**src/rtl/pmem_write_buffer_if.sv**
```systemverilog
// Bus bundle between the cache arbiter, the write-back buffer and physical memory.
// The slave modport is the buffer's view; the master modport is the surrounding environment.
interface pmem_write_buffer_if;
    localparam int unsigned ADDR_W = 16;
    localparam int unsigned LINE_W = 128;

    logic              mem_read;
    logic              mem_write;
    logic [ADDR_W-1:0] mem_address;
    logic [LINE_W-1:0] mem_wdata;
    logic              mem_resp;
    logic [LINE_W-1:0] mem_rdata;

    logic              pmem_read;
    logic              pmem_write;
    logic [ADDR_W-1:0] pmem_address;
    logic [LINE_W-1:0] pmem_wdata;
    logic              pmem_resp;
    logic [LINE_W-1:0] pmem_rdata;

    modport slave (
        input  mem_read, mem_write, mem_address, mem_wdata, pmem_resp, pmem_rdata,
        output mem_resp, mem_rdata, pmem_read, pmem_write, pmem_address, pmem_wdata
    );

    modport master (
        output mem_read, mem_write, mem_address, mem_wdata, pmem_resp, pmem_rdata,
        input  mem_resp, mem_rdata, pmem_read, pmem_write, pmem_address, pmem_wdata
    );
endinterface

```
**src/rtl/pmem_write_buffer.sv**
```systemverilog
// Write-back buffer: absorbs dirty-line writebacks into a small FIFO, serves read hits
// from it, forwards read misses to memory and drains entries when upstream is idle.
module pmem_write_buffer #(
    parameter int unsigned DEPTH = 2
) (
    input  logic                 clk,
    input  logic                 rst_n,
    pmem_write_buffer_if.slave   bus,
    output logic                 wb_empty,
    output logic                 wb_full
);
    localparam int unsigned ADDR_W = 16;
    localparam int unsigned LINE_W = 128;
    localparam int unsigned PTR_W  = $clog2(DEPTH);
    localparam int unsigned CNT_W  = $clog2(DEPTH) + 1;

    typedef enum logic [1:0] {
        IDLE     = 2'd0,
        READ_MEM = 2'd1,
        DRAIN    = 2'd2,
        RESP     = 2'd3
    } state_t;

    state_t state_q, state_d;

    logic [ADDR_W-1:0] ent_addr_q [DEPTH];
    logic [LINE_W-1:0] ent_line_q [DEPTH];
    logic [DEPTH-1:0]  ent_valid_q;
    logic [PTR_W-1:0]  head_q, tail_q;
    logic [CNT_W-1:0]  count_q;

    logic              mem_resp_q;
    logic [LINE_W-1:0] mem_rdata_q;
    logic              pmem_read_q;
    logic              pmem_write_q;
    logic [ADDR_W-1:0] pmem_address_q;
    logic [LINE_W-1:0] pmem_wdata_q;

    logic              hit_c;
    logic [PTR_W-1:0]  hit_idx_c;
    logic              full_c;
    logic              rd_hit_c, rd_start_c, rd_done_c;
    logic              wr_hit_c, wr_alloc_c;
    logic              drain_start_c, drain_done_c;

    assign full_c   = (count_q == CNT_W'(DEPTH));
    assign wb_empty = (count_q == '0);
    assign wb_full  = full_c;

    assign bus.mem_resp     = mem_resp_q;
    assign bus.mem_rdata    = mem_rdata_q;
    assign bus.pmem_read    = pmem_read_q;
    assign bus.pmem_write   = pmem_write_q;
    assign bus.pmem_address = pmem_address_q;
    assign bus.pmem_wdata   = pmem_wdata_q;

    // Associative lookup; coalescing keeps at most one valid entry per address.
    always_comb begin
        hit_c     = 1'b0;
        hit_idx_c = '0;
        for (int unsigned i = 0; i < DEPTH; i++) begin
            if (ent_valid_q[i] && (ent_addr_q[i] == bus.mem_address)) begin
                hit_c     = 1'b1;
                hit_idx_c = PTR_W'(i);
            end
        end
    end

    always_ff @(posedge clk or negedge rst_n) begin
        if (!rst_n) begin
            state_q <= IDLE;
        end else begin
            state_q <= state_d;
        end
    end

    // Next state and per-cycle action strobes; a simultaneous read and write is taken as a read.
    always_comb begin
        state_d       = state_q;
        rd_hit_c      = 1'b0;
        rd_start_c    = 1'b0;
        rd_done_c     = 1'b0;
        wr_hit_c      = 1'b0;
        wr_alloc_c    = 1'b0;
        drain_start_c = 1'b0;
        drain_done_c  = 1'b0;
        unique case (state_q)
            IDLE: begin
                if (bus.mem_read) begin
                    if (hit_c) begin
                        rd_hit_c = 1'b1;
                        state_d  = RESP;
                    end else begin
                        rd_start_c = 1'b1;
                        state_d    = READ_MEM;
                    end
                end else if (bus.mem_write) begin
                    if (hit_c) begin
                        wr_hit_c = 1'b1;
                        state_d  = RESP;
                    end else if (!full_c) begin
                        wr_alloc_c = 1'b1;
                        state_d    = RESP;
                    end else begin
                        drain_start_c = 1'b1;
                        state_d       = DRAIN;
                    end
                end else if (count_q != '0) begin
                    drain_start_c = 1'b1;
                    state_d       = DRAIN;
                end
            end
            READ_MEM: begin
                if (bus.pmem_resp) begin
                    rd_done_c = 1'b1;
                    state_d   = RESP;
                end
            end
            DRAIN: begin
                if (bus.pmem_resp) begin
                    drain_done_c = 1'b1;
                    state_d      = IDLE;
                end
            end
            RESP: begin
                state_d = IDLE;
            end
            default: begin
                state_d = IDLE;
            end
        endcase
    end

    // FIFO bookkeeping and registered bus outputs.
    always_ff @(posedge clk or negedge rst_n) begin
        if (!rst_n) begin
            head_q         <= '0;
            tail_q         <= '0;
            count_q        <= '0;
            ent_valid_q    <= '0;
            mem_resp_q     <= 1'b0;
            mem_rdata_q    <= '0;
            pmem_read_q    <= 1'b0;
            pmem_write_q   <= 1'b0;
            pmem_address_q <= '0;
            pmem_wdata_q   <= '0;
        end else begin
            mem_resp_q <= (state_d == RESP);

            if (rd_hit_c) begin
                mem_rdata_q <= ent_line_q[hit_idx_c];
            end else if (rd_done_c) begin
                mem_rdata_q <= bus.pmem_rdata;
            end

            if (wr_alloc_c) begin
                ent_valid_q[tail_q] <= 1'b1;
                tail_q              <= tail_q + PTR_W'(1);
                count_q             <= count_q + CNT_W'(1);
            end else if (drain_done_c) begin
                ent_valid_q[head_q] <= 1'b0;
                head_q              <= head_q + PTR_W'(1);
                count_q             <= count_q - CNT_W'(1);
            end

            if (rd_start_c) begin
                pmem_read_q    <= 1'b1;
                pmem_address_q <= bus.mem_address;
                pmem_wdata_q   <= '0;
            end else if (drain_start_c) begin
                pmem_write_q   <= 1'b1;
                pmem_address_q <= ent_addr_q[head_q];
                pmem_wdata_q   <= ent_line_q[head_q];
            end else if (rd_done_c || drain_done_c) begin
                pmem_read_q    <= 1'b0;
                pmem_write_q   <= 1'b0;
                pmem_address_q <= '0;
                pmem_wdata_q   <= '0;
            end
        end
    end

    // Entry payload storage; validity is tracked separately so this needs no reset.
    always_ff @(posedge clk) begin
        if (wr_alloc_c) begin
            ent_addr_q[tail_q] <= bus.mem_address;
            ent_line_q[tail_q] <= bus.mem_wdata;
        end else if (wr_hit_c) begin
            ent_line_q[hit_idx_c] <= bus.mem_wdata;
        end
    end
endmodule

```
**src/flat_wrapper.sv**
```systemverilog
// flat-port wrapper written by rule: the top's interface ports become plain ports
module pmem_write_buffer_flat 
#(
    parameter int unsigned DEPTH = 2
)
  (clk, rst_n, wb_empty, wb_full, bus_mem_read, bus_mem_write, bus_mem_address, bus_mem_wdata, bus_pmem_resp, bus_pmem_rdata, bus_mem_resp, bus_mem_rdata, bus_pmem_read, bus_pmem_write, bus_pmem_address, bus_pmem_wdata);
  pmem_write_buffer_if bus_i ();
  input  logic clk;
  input  logic rst_n;
  output logic wb_empty;
  output logic wb_full;
  input wire logic [$bits(bus_i.mem_read)-1:0] bus_mem_read;
  input wire logic [$bits(bus_i.mem_write)-1:0] bus_mem_write;
  input wire logic [$bits(bus_i.mem_address)-1:0] bus_mem_address;
  input wire logic [$bits(bus_i.mem_wdata)-1:0] bus_mem_wdata;
  input wire logic [$bits(bus_i.pmem_resp)-1:0] bus_pmem_resp;
  input wire logic [$bits(bus_i.pmem_rdata)-1:0] bus_pmem_rdata;
  output wire logic [$bits(bus_i.mem_resp)-1:0] bus_mem_resp;
  output wire logic [$bits(bus_i.mem_rdata)-1:0] bus_mem_rdata;
  output wire logic [$bits(bus_i.pmem_read)-1:0] bus_pmem_read;
  output wire logic [$bits(bus_i.pmem_write)-1:0] bus_pmem_write;
  output wire logic [$bits(bus_i.pmem_address)-1:0] bus_pmem_address;
  output wire logic [$bits(bus_i.pmem_wdata)-1:0] bus_pmem_wdata;
  assign bus_i.mem_read = bus_mem_read;
  assign bus_i.mem_write = bus_mem_write;
  assign bus_i.mem_address = bus_mem_address;
  assign bus_i.mem_wdata = bus_mem_wdata;
  assign bus_i.pmem_resp = bus_pmem_resp;
  assign bus_i.pmem_rdata = bus_pmem_rdata;
  assign bus_mem_resp = bus_i.mem_resp;
  assign bus_mem_rdata = bus_i.mem_rdata;
  assign bus_pmem_read = bus_i.pmem_read;
  assign bus_pmem_write = bus_i.pmem_write;
  assign bus_pmem_address = bus_i.pmem_address;
  assign bus_pmem_wdata = bus_i.pmem_wdata;
  pmem_write_buffer #(.DEPTH(DEPTH)) u_core (.clk(clk), .rst_n(rst_n), .bus(bus_i), .wb_empty(wb_empty), .wb_full(wb_full));
endmodule
```
**config.mk**
```make
export PLATFORM = sky130hd
export DESIGN_NAME = pmem_write_buffer_flat
export DESIGN_NICKNAME = d
export VERILOG_FILES = /design/src/rtl/pmem_write_buffer_if.sv /design/src/rtl/pmem_write_buffer.sv /design/src/flat_wrapper.sv
export SDC_FILE = /design/constraint.sdc
export NUM_CORES = 1
export LEC_CHECK = 0
export ABC_AREA = 0
export CAP_MARGIN = 20
export CORE_AREA = 2 2 253 255
export DETAILED_ROUTE_END_ITERATION = 6
export DIE_AREA = 0 0 255 257
export PLACE_DENSITY = 0.65
export SETUP_SLACK_MARGIN = 0.05
export SLEW_MARGIN = 15
export SYNTH_ARGS = -nofsm -noshare
export SYNTH_HDL_FRONTEND = slang
export SYNTH_SLANG_ARGS = --single-unit
export TNS_END_PERCENT = 1
```
**constraint.sdc**
```tcl
create_clock -name clk -period 23.2 [get_ports clk]
set_input_delay 3.48 -clock clk [delete_from_list [all_inputs] [get_ports clk]]
set_output_delay 3.48 -clock clk [all_outputs]
set_load 0.02 [all_outputs]
```
==> results.py, run 1 <==
metrics = {
    "logic_synthesis": {
        "yosysSeqAreaShare_pct": 63.2,
        "synthCells": 1710,
        "synth_cell_types": 40,
        "avgSynthCellArea_um2": 14.6,
        "synthesis.nets": 1987,
        "yosysWarnings": 0,
        "synthArstFlopShare_pct": 49.6,
        "synth-edff-count": 288,
        "syn_area_um2": 24900,
        "yosys_register_bits": 571,
        "ys.flop_type": "edfxtp_1",
    },
    "global_routing": {
        "grt_usage_pct": 22.9,
        "grt_pass1_vias": 17600,
        "use_met3_pct": 6.26,
        "overflow": 0,
        "gr-usage-met1_pct": 28.5,
        "grt_max_degree": 133,
        "grt_first_pass_wirelength_um": 113000,
        "antenna_found_initial": 20,
        "top_usage_layer": "met2",
        "grt.met2_usage_pct": 37.7,
    },
    "sta": {
        "drv_slew": 0,
        "setup_viol": 0,
        "fin_skew_ns": 0.0182,
        "worst_slew_pin_slew_ns": 1.26,
        "period_needed_ns": 7.35,
        "tns_ns": 0,
        "hold_viol": 0,
        "slew_headroom_pct": 15.9,
        "hold_ws_ns": 0.493,
        "fmax_mhz": 136,
        "period_share_pct": 31.7,
        "rsz0062_at_grt": "false",
    },
    "critical_path": {
        "crit_slowest_cell": "buf_4",
        "worst_setup_path_end_kind": "flop",
        "crit_fanout": 76,
        "critPathLaunch": "bus_mem_address[8]",
        "crit_chain": "clkdlybuf4s50_1, xnor2_1, nand4_1, or4_4, o22ai_4, buf_4, buf_4, o21ai_1, buf_4, o311ai_1",
        "crit_family": "buffers and inverters",
        "crit_top_cell": "buf_4",
        "slowest_delay_ns": 0.86,
        "arrival_ns": 7.82,
        "worst_ep_required_time_ns": 23.68,
        "rr_startpoint": "u_core.ent_addr_q[0][1]",
        "startpoint_type": "primary input",
        "cp_num_buf_inv": 4,
        "crit_type": "primary input to flop",
    },
    "min_path": {
        "worstHoldStart": "u_core.bus.pmem_write",
        "min_path_type": "flop to flop",
    },
    "power": {
        "ir_drop_v": 0.0000681,
        "clockPowerShare_pct": 27.1,
        "sequentialPowerShare_pct": 37.3,
        "switching_share_pct": 34.2,
        "p_int_uw": 2570,
        "p_switching_uw": 1330,
        "leakage_uw": 0.0144,
        "total_power_uw": 3900,
        "combPwrFrac_pct": 35.7,
        "power_density_nw_per_um2": 117,
    },
    "placed_design": {
        "dp_hpwl_um": 50100,
        "post_dp_cell_area_um2": 31200,
        "place.gp.congestion": 0.830,
        "io_buffers": 553,
    },
    "clocking": {
        "post-cts-setup-buffers": 0,
        "h-tree-depth": 3,
        "holdBufCountCts": 0,
        "cts_resized": 0,
        "cts_num_sinks": 571,
        "cts.path.max_buffers": 3,
        "cts_inserted_buffers": 66,
        "clock_latency_ns": 0.60,
        "path_clk_slew_ns": 0.06,
        "cts_tree": "built",
        "clockRootBuffer": "clkbuf_16",
    },
    "detailed_routing": {
        "drc": 0,
        "ant_nets": 0,
        "viasPerCell": 5.34,
        "drtIter0Drc": 998,
        "vias": 16700,
        "first_pass_iters": 5,
        "wire_per_inst_um": 24.2,
        "drt_wl_total_um": 75800,
    },
    "floorplan": {
        "die-height_um": 257,
        "die_area_um2": 65500,
        "ios": 554,
        "start_util_pct": 39.7,
        "fp.coreArea_um2": 62700,
        "rows": 92,
        "dieWidth_um": 255,
    },
    "finish": {
        "nFillCells": 5216,
        "layout_common_cells": "mux2i_1, clkdlybuf4s50_1, edfxtp_1",
        "layout.nets": 2498,
        "post-route-util_pct": 53.3,
        "final_area_um2": 33400,
        "final_common_cell": "mux2i_1",
        "syn_to_final_growth_pct": 34.2,
        "drive_gt1_share_pct": 6.38,
    },
    "flow_run": {
        "cap_violations": 0,
    },
    "run_status": {
        "status": "finished, final reports clean",
    },
}
## area by class of cell
| type | instances | area (um2) | area share (%) |
|---|---|---|---|
| diodes | 10 | 25.0 | 0.0749 |
| inverters | 64 | 240 | 0.719 |
| well taps | 846 | 1060 | 3.17 |
| repair buffers | 579 | 5750 | 17.2 |
| clock inverters | 29 | 344 | 1.03 |
| flip-flops and latches | 571 | 15700 | 47.1 |
| clock buffers | 92 | 1860 | 5.57 |
| multi-input cells | 939 | 8400 | 25.1 |
## worst reg2reg max path, stage by stage, from the launching register on
cell	delay [ns]
edfxtp_1	0.40
xnor2_1	0.21
nand4_1	0.14
or4_4	0.58
o22ai_4	0.16
buf_4	0.72
buf_4	0.97
o21ai_1	0.47
buf_4	0.28
o311ai_1	0.27
## synth_stat cells, drive strengths merged (19+ instances only)
cell	count	share of area, %
xnor2	19	0.67
dfrtp	283	28
edfxtp	288	35
o211ai	128	3.9
buf	56	1.3
nand3	20	0.40
mux2i	564	23
inv	64	0.97
o221ai	46	1.6
nand2	56	0.84
clkbuf	80	1.2
## final timing paths
kind	cells after the start	slack [ns]	end
setup reg to reg	9	18.89	u_core.bus.pmem_address[15]
setup / recovery	10	15.85	u_core.bus.pmem_address[15]
hold / removal	1	0.49	u_core.bus.pmem_write
min in group asynchronous	1	2.86	u_core.bus.pmem_address[2]
hold reg to reg	1	0.49	u_core.bus.pmem_write
max in group asynchronous	3	17.90	u_core.bus.pmem_wdata[52]
## routing by layer
metal  vias up  part of all wire, %
met5         -                 0.18
met4        20                  3.3
met3       130                  7.1
met2       517                   49
met1      8504                   40
li1       7530                    -
## metrics by stage
step           worst slack (ns)  cells
6_report                  15.85   3130
2_1_floorplan             11.54   1710
5_1_grt                   15.67   3129
3_3_place_gp              15.28   2998
3_5_place_dp              15.15   2998
4_1_cts                   15.78   3119
## registers in the layout, summed over array words and instances, names as in the netlist
| signal | cells |
|---|---|
| u_core.bus.pmem_wdata | 128 |
| u_core.count_q | 2 |
| u_core.ent_addr_q | 32 |
| u_core.bus.pmem_address | 16 |
| u_core.head_q | 1 |
| u_core.bus.mem_resp | 1 |
| u_core.ent_line_q | 256 |
| u_core.tail_q | 1 |
| u_core.ent_valid_q | 2 |
| u_core.bus.pmem_read | 1 |
| u_core.state_q | 2 |
| u_core.bus.mem_rdata | 128 |
| u_core.bus.pmem_write | 1 |
## power groups by stage
stage / clock network [uW] / registers, uW / logic (uW)
2_1_floorplan: 0 / 1640 / 581
3_3_place_gp: 0 / 1470 / 1380
3_5_place_dp: 0 / 1470 / 1400
4_1_cts: 1080 / 1460 / 1410
5_1_grt: 1120 / 1480 / 1480
6_report: 1060 / 1450 / 1390
## kinds of logic (layout without fill, tap and decap cells)
logic type      Yosys count  after routing  share of synthesized area (%)
xor+xnor                 35             35                           1.23
compound gates          223            223                           7.26
mux                     564            564                           22.7
other cells               0             10                              0
flops                   571            571                           63.2
buf+inv                 200            764                           3.44
simple gates            117            117                           2.20
Note: power is estimated with default switching activity, not from simulation.
==> run 2, diff against run 1 <==
==> constraint.sdc (replaced) <==
create_clock -name clk -period 7 [get_ports clk]
set_input_delay 1.05 -clock clk [delete_from_list [all_inputs] [get_ports clk]]
set_output_delay 1.05 -clock clk [all_outputs]
set_load 0.02 [all_outputs]
==> run 2 against run 1 <==
Effect of this change:
- cell count decreased by 0.26%
- global-route usage rose by 0.22 points
- non-clock buffer count is 3 lower
- critical path type unchanged
- die area unchanged
- flip-flop and latch count did not move
- critical path depth shrank 3
- utilization down 0.29 points
- clock skew up 0.0030 ns
- critical endpoint is now u_core.ent_line_q[1][24]
- routed wire length rose by 1.4%
- via count fell by 0.54%
- worst hold slack got worse by 0.040 ns
- largest cell class unchanged
==> results.py, run 2 (synthesis results as in run 1) <==
metrics = {
    "placed_design": {
        "dp_slack_ns": 2.20,
        "dp.cells": 2996,
        "dp_hpwl_um": 48800,
        "place.gp.congestion": 0.820,
        "io_buffers": 553,
        "post_dp_cell_area_um2": 31200,
    },
    "power": {
        "leakage_uw": 0.0143,
        "power_density_nw_per_um2": 382,
        "ir_drop_v": 0.000258,
    },
    "sta": {
        "rsz0062_at_grt": "false",
        "slew_headroom_pct": 28.6,
        "drv_slew": 0,
        "setup_viol": 0,
        "worst_slew_pin_slew_ns": 1.07,
        "tns_ns": 0,
        "hold_viol": 0,
        "period_needed_ns": 4.16,
        "fin_skew_ns": 0.0212,
        "finalWorstSetupSlack_ns": 2.84,
        "period_share_pct": 59.4,
        "fmax_mhz": 241,
    },
    "clocking": {
        "cts_inserted_buffers": 61,
        "post-cts-setup-buffers": 0,
        "cts_resized": 0,
        "h-tree-depth": 2,
        "clockRootBuffer": "clkbuf_16",
        "path_clk_slew_ns": 0.06,
        "cts.path.max_buffers": 3,
        "cts_num_sinks": 571,
        "holdBufCountCts": 0,
        "cts_tree": "built",
        "clock_latency_ns": 0.61,
    },
    "detailed_routing": {
        "viasPerCell": 5.32,
        "vias": 16600,
        "first_pass_iters": 5,
        "drt_wl_total_um": 76900,
        "wire_per_inst_um": 24.6,
        "ant_nets": 0,
        "drc": 0,
        "drtIter0Drc": 920,
    },
    "flow_run": {
        "cap_violations": 0,
    },
    "global_routing": {
        "grt_max_degree": 150,
        "grt_pass1_vias": 17600,
        "overflow": 0,
        "antenna_found_initial": 20,
        "grt_first_pass_wirelength_um": 114000,
        "grt_usage_pct": 23.1,
    },
    "finish": {
        "drive_gt1_share_pct": 5.83,
        "post-route-util_pct": 53.0,
        "final_common_cell": "mux2i_1",
        "final_area_um2": 33200,
        "top_register": "u_core.ent_line_q",
        "largest_reg_flops": 256,
        "syn_to_final_growth_pct": 33.5,
        "stdcell_count": 3122,
        "layout.nets": 2490,
        "layout_common_cells": "mux2i_1, clkdlybuf4s50_1, edfxtp_1",
    },
    "critical_path": {
        "crit_fanout": 114,
        "crit_type": "primary input to flop",
        "startpoint_type": "primary input",
        "cp_num_buf_inv": 2,
        "crit_slowest_cell": "or3_4",
        "crit_chain": "clkdlybuf4s50_1, xor2_1, nor4b_1, nand3_1, or3_4, a21oi_4, buf_12",
        "path_depth": 7,
        "crit_family": "buffers and inverters",
        "ff2ff_path_depth": 6,
        "arrival_ns": 4.38,
        "worst_setup_path_end_kind": "flop",
        "worst_ep_required_time_ns": 7.22,
        "slowest_delay_ns": 0.67,
    },
    "floorplan": {
        "dieWidth_um": 255,
        "ios": 554,
        "start_util_pct": 39.7,
        "die_area_um2": 65500,
        "die-height_um": 257,
        "fp.coreArea_um2": 62700,
        "rows": 92,
    },
    "min_path": {
        "min_path_type": "primary input to async pin",
    },
    "run_status": {
        "status": "finished, final reports clean",
    },
}
-- run 2: cell count changes in the layout (fill, tap and decap cells not counted), sizes merged --
cell,change
clkbuf,-3
inv,-1
bufinv,-2
clkinv,+2
clkinvlp,-3
diode,+2
buf,-3
-- run 2: power by group --
group | switching, uW | internal [uW] | total (uW)
Clock | 1350 | 1860 | 3210
Combinational | 2540 | 2120 | 4660
Sequential | 525 | 4300 | 4830
Total | 4420 | 8280 | 12700
-- run 2: cell type report --
cell class	instances	area, um2
tap	846	1060
multi-input combinational	939	8400
fill	5286	29500
antenna	12	30.0
sequential	571	15700
timing repair buffer	576	5790
clock inverter	25	241
inverter	64	240
clock buffer	89	1730
-- run 2: worst paths after layout --
kind / start / endpoint / slack [ns]
min in group clk: u_core.ent_valid_q[0] / u_core.ent_valid_q[0] / 0.53
max reg2reg: u_core.ent_addr_q[1][9] / u_core.ent_line_q[1][24] / 3.45
min reg2reg: u_core.ent_valid_q[0] / u_core.ent_valid_q[0] / 0.53
max in group asynchronous: rst_n / u_core.head_q / 5.02
min: rst_n / u_core.bus.pmem_address[10] / 0.45
max: bus_mem_address[4] / u_core.ent_line_q[1][24] / 2.84
-- run 2: worst register-to-register path, stage by stage, from the launching register on --
cell	delay, ns
edfxtp_1	0.41
xnor2_1	0.24
nor4b_1	0.28
nand3_1	0.11
or3_4	0.67
a21oi_4	0.70
buf_12	0.63
-- run 2: metrics by stage --
step	total power, uW	hold slack, ns
after CTS	12800	0.483
after global placement	9490	0.489
final	12700	0.453
after floorplan	7370	0.460
after detailed placement	9580	0.498
after global routing	13300	0.521
-- run 2: per-layer routing --
metal  track usage (%)  vias to the layer above  share of wire (%)
met5                 0                        -               0.15
met4              8.40                       16                3.2
met3              7.05                      137                7.8
met2              39.3                      473                 50
met1              27.5                     8460                 39
li1                  -                     7525                  -
==> run 3, diff against run 2 <==
==> constraint.sdc (replaced) <==
create_clock -name clk -period 4.15 [get_ports clk]
set_input_delay 0.6225 -clock clk [delete_from_list [all_inputs] [get_ports clk]]
set_output_delay 0.6225 -clock clk [all_outputs]
set_load 0.02 [all_outputs]
==> run 3 against run 2 <==
Effect of this change:
- sequential power up 68%
- count of clock-buffer cells in the layout unchanged
- clock skew up 0.0014 ns
- global-route usage about the same
- cell count up 0.54%
- worst hold slack worse by 0.38 ns
- setup slack worse by 1.8 ns
- sequential share of layout area down 0.74 points
- critical endpoint is now u_core.ent_line_q[0][63]
==> results.py, run 3 (synthesis results as in run 1) <==
metrics = {
    "clocking": {
        "h-tree-depth": 2,
        "post-cts-setup-buffers": 0,
        "clockRootBuffer": "clkbuf_16",
        "path_clk_slew_ns": 0.06,
        "cts_resized": 0,
        "clock_latency_ns": 0.62,
        "cts.path.max_buffers": 3,
        "cts_num_sinks": 571,
        "cts_inserted_buffers": 60,
        "cts_tree": "built",
        "holdBufCountCts": 0,
    },
    "power": {
        "clockPowerShare_pct": 26.5,
        "ir_drop_v": 0.000410,
        "combPwrFrac_pct": 36.4,
        "total_power_uw": 21900,
        "power_density_nw_per_um2": 648,
        "leakage_uw": 0.0146,
        "p_int_uw": 14400,
        "switching_share_pct": 33.9,
        "p_switching_uw": 7420,
        "sequentialPowerShare_pct": 37.2,
    },
    "floorplan": {
        "fp.coreArea_um2": 62700,
        "dieWidth_um": 255,
        "die-height_um": 257,
        "die_area_um2": 65500,
        "start_util_pct": 39.7,
        "ios": 554,
        "rows": 92,
    },
    "detailed_routing": {
        "vias": 16900,
        "ant_nets": 0,
        "first_pass_iters": 5,
        "drc": 0,
        "wire_per_inst_um": 24.4,
        "viasPerCell": 5.39,
        "drt_wl_total_um": 76600,
        "drtIter0Drc": 1029,
    },
    "sta": {
        "fmax_mhz": 326,
        "worst_slew_pin_slew_ns": 1.15,
        "rsz0062_at_grt": "false",
        "period_share_pct": 73.9,
        "hold_viol": 0,
        "setup_viol": 0,
        "slew_headroom_pct": 23.5,
        "period_needed_ns": 3.07,
        "drv_slew": 0,
        "fin_skew_ns": 0.0226,
        "hold_ws_ns": 0.0755,
    },
    "critical_path": {
        "slowest_delay_ns": 0.61,
        "crit_family": "simple AND/OR/NAND/NOR gates",
        "reg2reg_setup_slack_ns": 1.24,
        "worst_setup_path_end_kind": "flop",
        "crit_fanout": 17,
        "crit_chain": "clkdlybuf4s50_1, xnor2_1, nand4_1, or4_4, or2_2, o21ai_0, and3b_4, buf_12",
        "crit_slowest_cell": "and3b_4",
        "startpoint_type": "primary input",
        "worst_ep_required_time_ns": 4.46,
        "cp_num_buf_inv": 2,
        "crit_type": "primary input to flop",
        "arrival_ns": 3.38,
    },
    "finish": {
        "top_register": "u_core.ent_line_q",
        "multi_input_area_um2": 8400,
        "largest_reg_flops": 256,
        "stdcell_count": 3139,
        "drive_gt1_share_pct": 6.87,
        "nFillCells": 5122,
        "layout.area.seq_um2": 15700,
        "final_common_cell": "mux2i_1",
        "syn_to_final_growth_pct": 35.6,
        "layout_common_cells": "mux2i_1, clkdlybuf4s50_1, edfxtp_1",
        "layout.nets": 2510,
    },
    "global_routing": {
        "grt_first_pass_wirelength_um": 115000,
        "grt_max_degree": 101,
        "antenna_found_initial": 16,
        "grt_usage_pct": 23.1,
        "overflow": 0,
        "grt_pass1_vias": 18200,
    },
    "placed_design": {
        "dp.cells": 3017,
        "io_buffers": 553,
        "place.gp.congestion": 0.830,
        "dp_hpwl_um": 50900,
    },
    "flow_run": {
        "cap_violations": 0,
    },
    "run_status": {
        "status": "finished, final reports clean",
    },
    "min_path": {
        "min_path_type": "primary input to async pin",
    },
}
-- run 3: final cells by class --
type,count,area share [%]
multi-input cells,939,24.9
flip-flops and latches,571,46.6
clock inverters,25,1.13
diodes,8,0.0593
well taps,846,3.14
inverters,64,0.712
repair buffers,597,18.3
clock buffers,89,5.19
-- run 3: worst paths after layout --
check / startpoint / endpoint / cells after the start
worst max-delay path: bus_mem_address[11] / u_core.ent_line_q[0][63] / 8
worst min-delay path: rst_n / u_core.bus.pmem_address[8] / 1
worst max register to register: u_core.ent_addr_q[0][11] / u_core.ent_line_q[0][63] / 7
worst min register to register: u_core.bus.pmem_read / u_core.bus.pmem_read / 2
max in group asynchronous: rst_n / u_core.bus.pmem_wdata[113] / 2
min in group clk: u_core.bus.pmem_read / u_core.bus.pmem_read / 2
-- run 3: through the flow --
step	area [um2]	setup TNS (ns)	worst slack (ns)	utilization [%]
finish	33800	0	1.08	53.8
global route	33800	0	0.992	53.8
CTS	33700	0	1.10	53.8
detailed placement	31600	0	0.454	50.4
global placement	31600	0	0.463	50.4
floorplan	24900	-34.89	-0.273	-
-- run 3: power by group through the flow --
stage / clock (uW) / combinational (uW) / sequential, uW
6_report: 5790 / 7950 / 8130
5_1_grt: 6100 / 8460 / 8280
2_1_floorplan: 0 / 3260 / 9160
3_5_place_dp: 0 / 8020 / 8220
4_1_cts: 5900 / 8040 / 8130
3_3_place_gp: 0 / 7900 / 8180
-- run 3: per-layer routing --
layer	wire length, um	vias up	part of all wire (%)	GRT usage, %
li1	-	7564	-	-
met1	29900	8646	39	27.7
met2	38600	555	50	39.7
met3	6020	125	7.9	7.01
met4	2040	16	2.7	6.74
met5	115	-	0.15	0
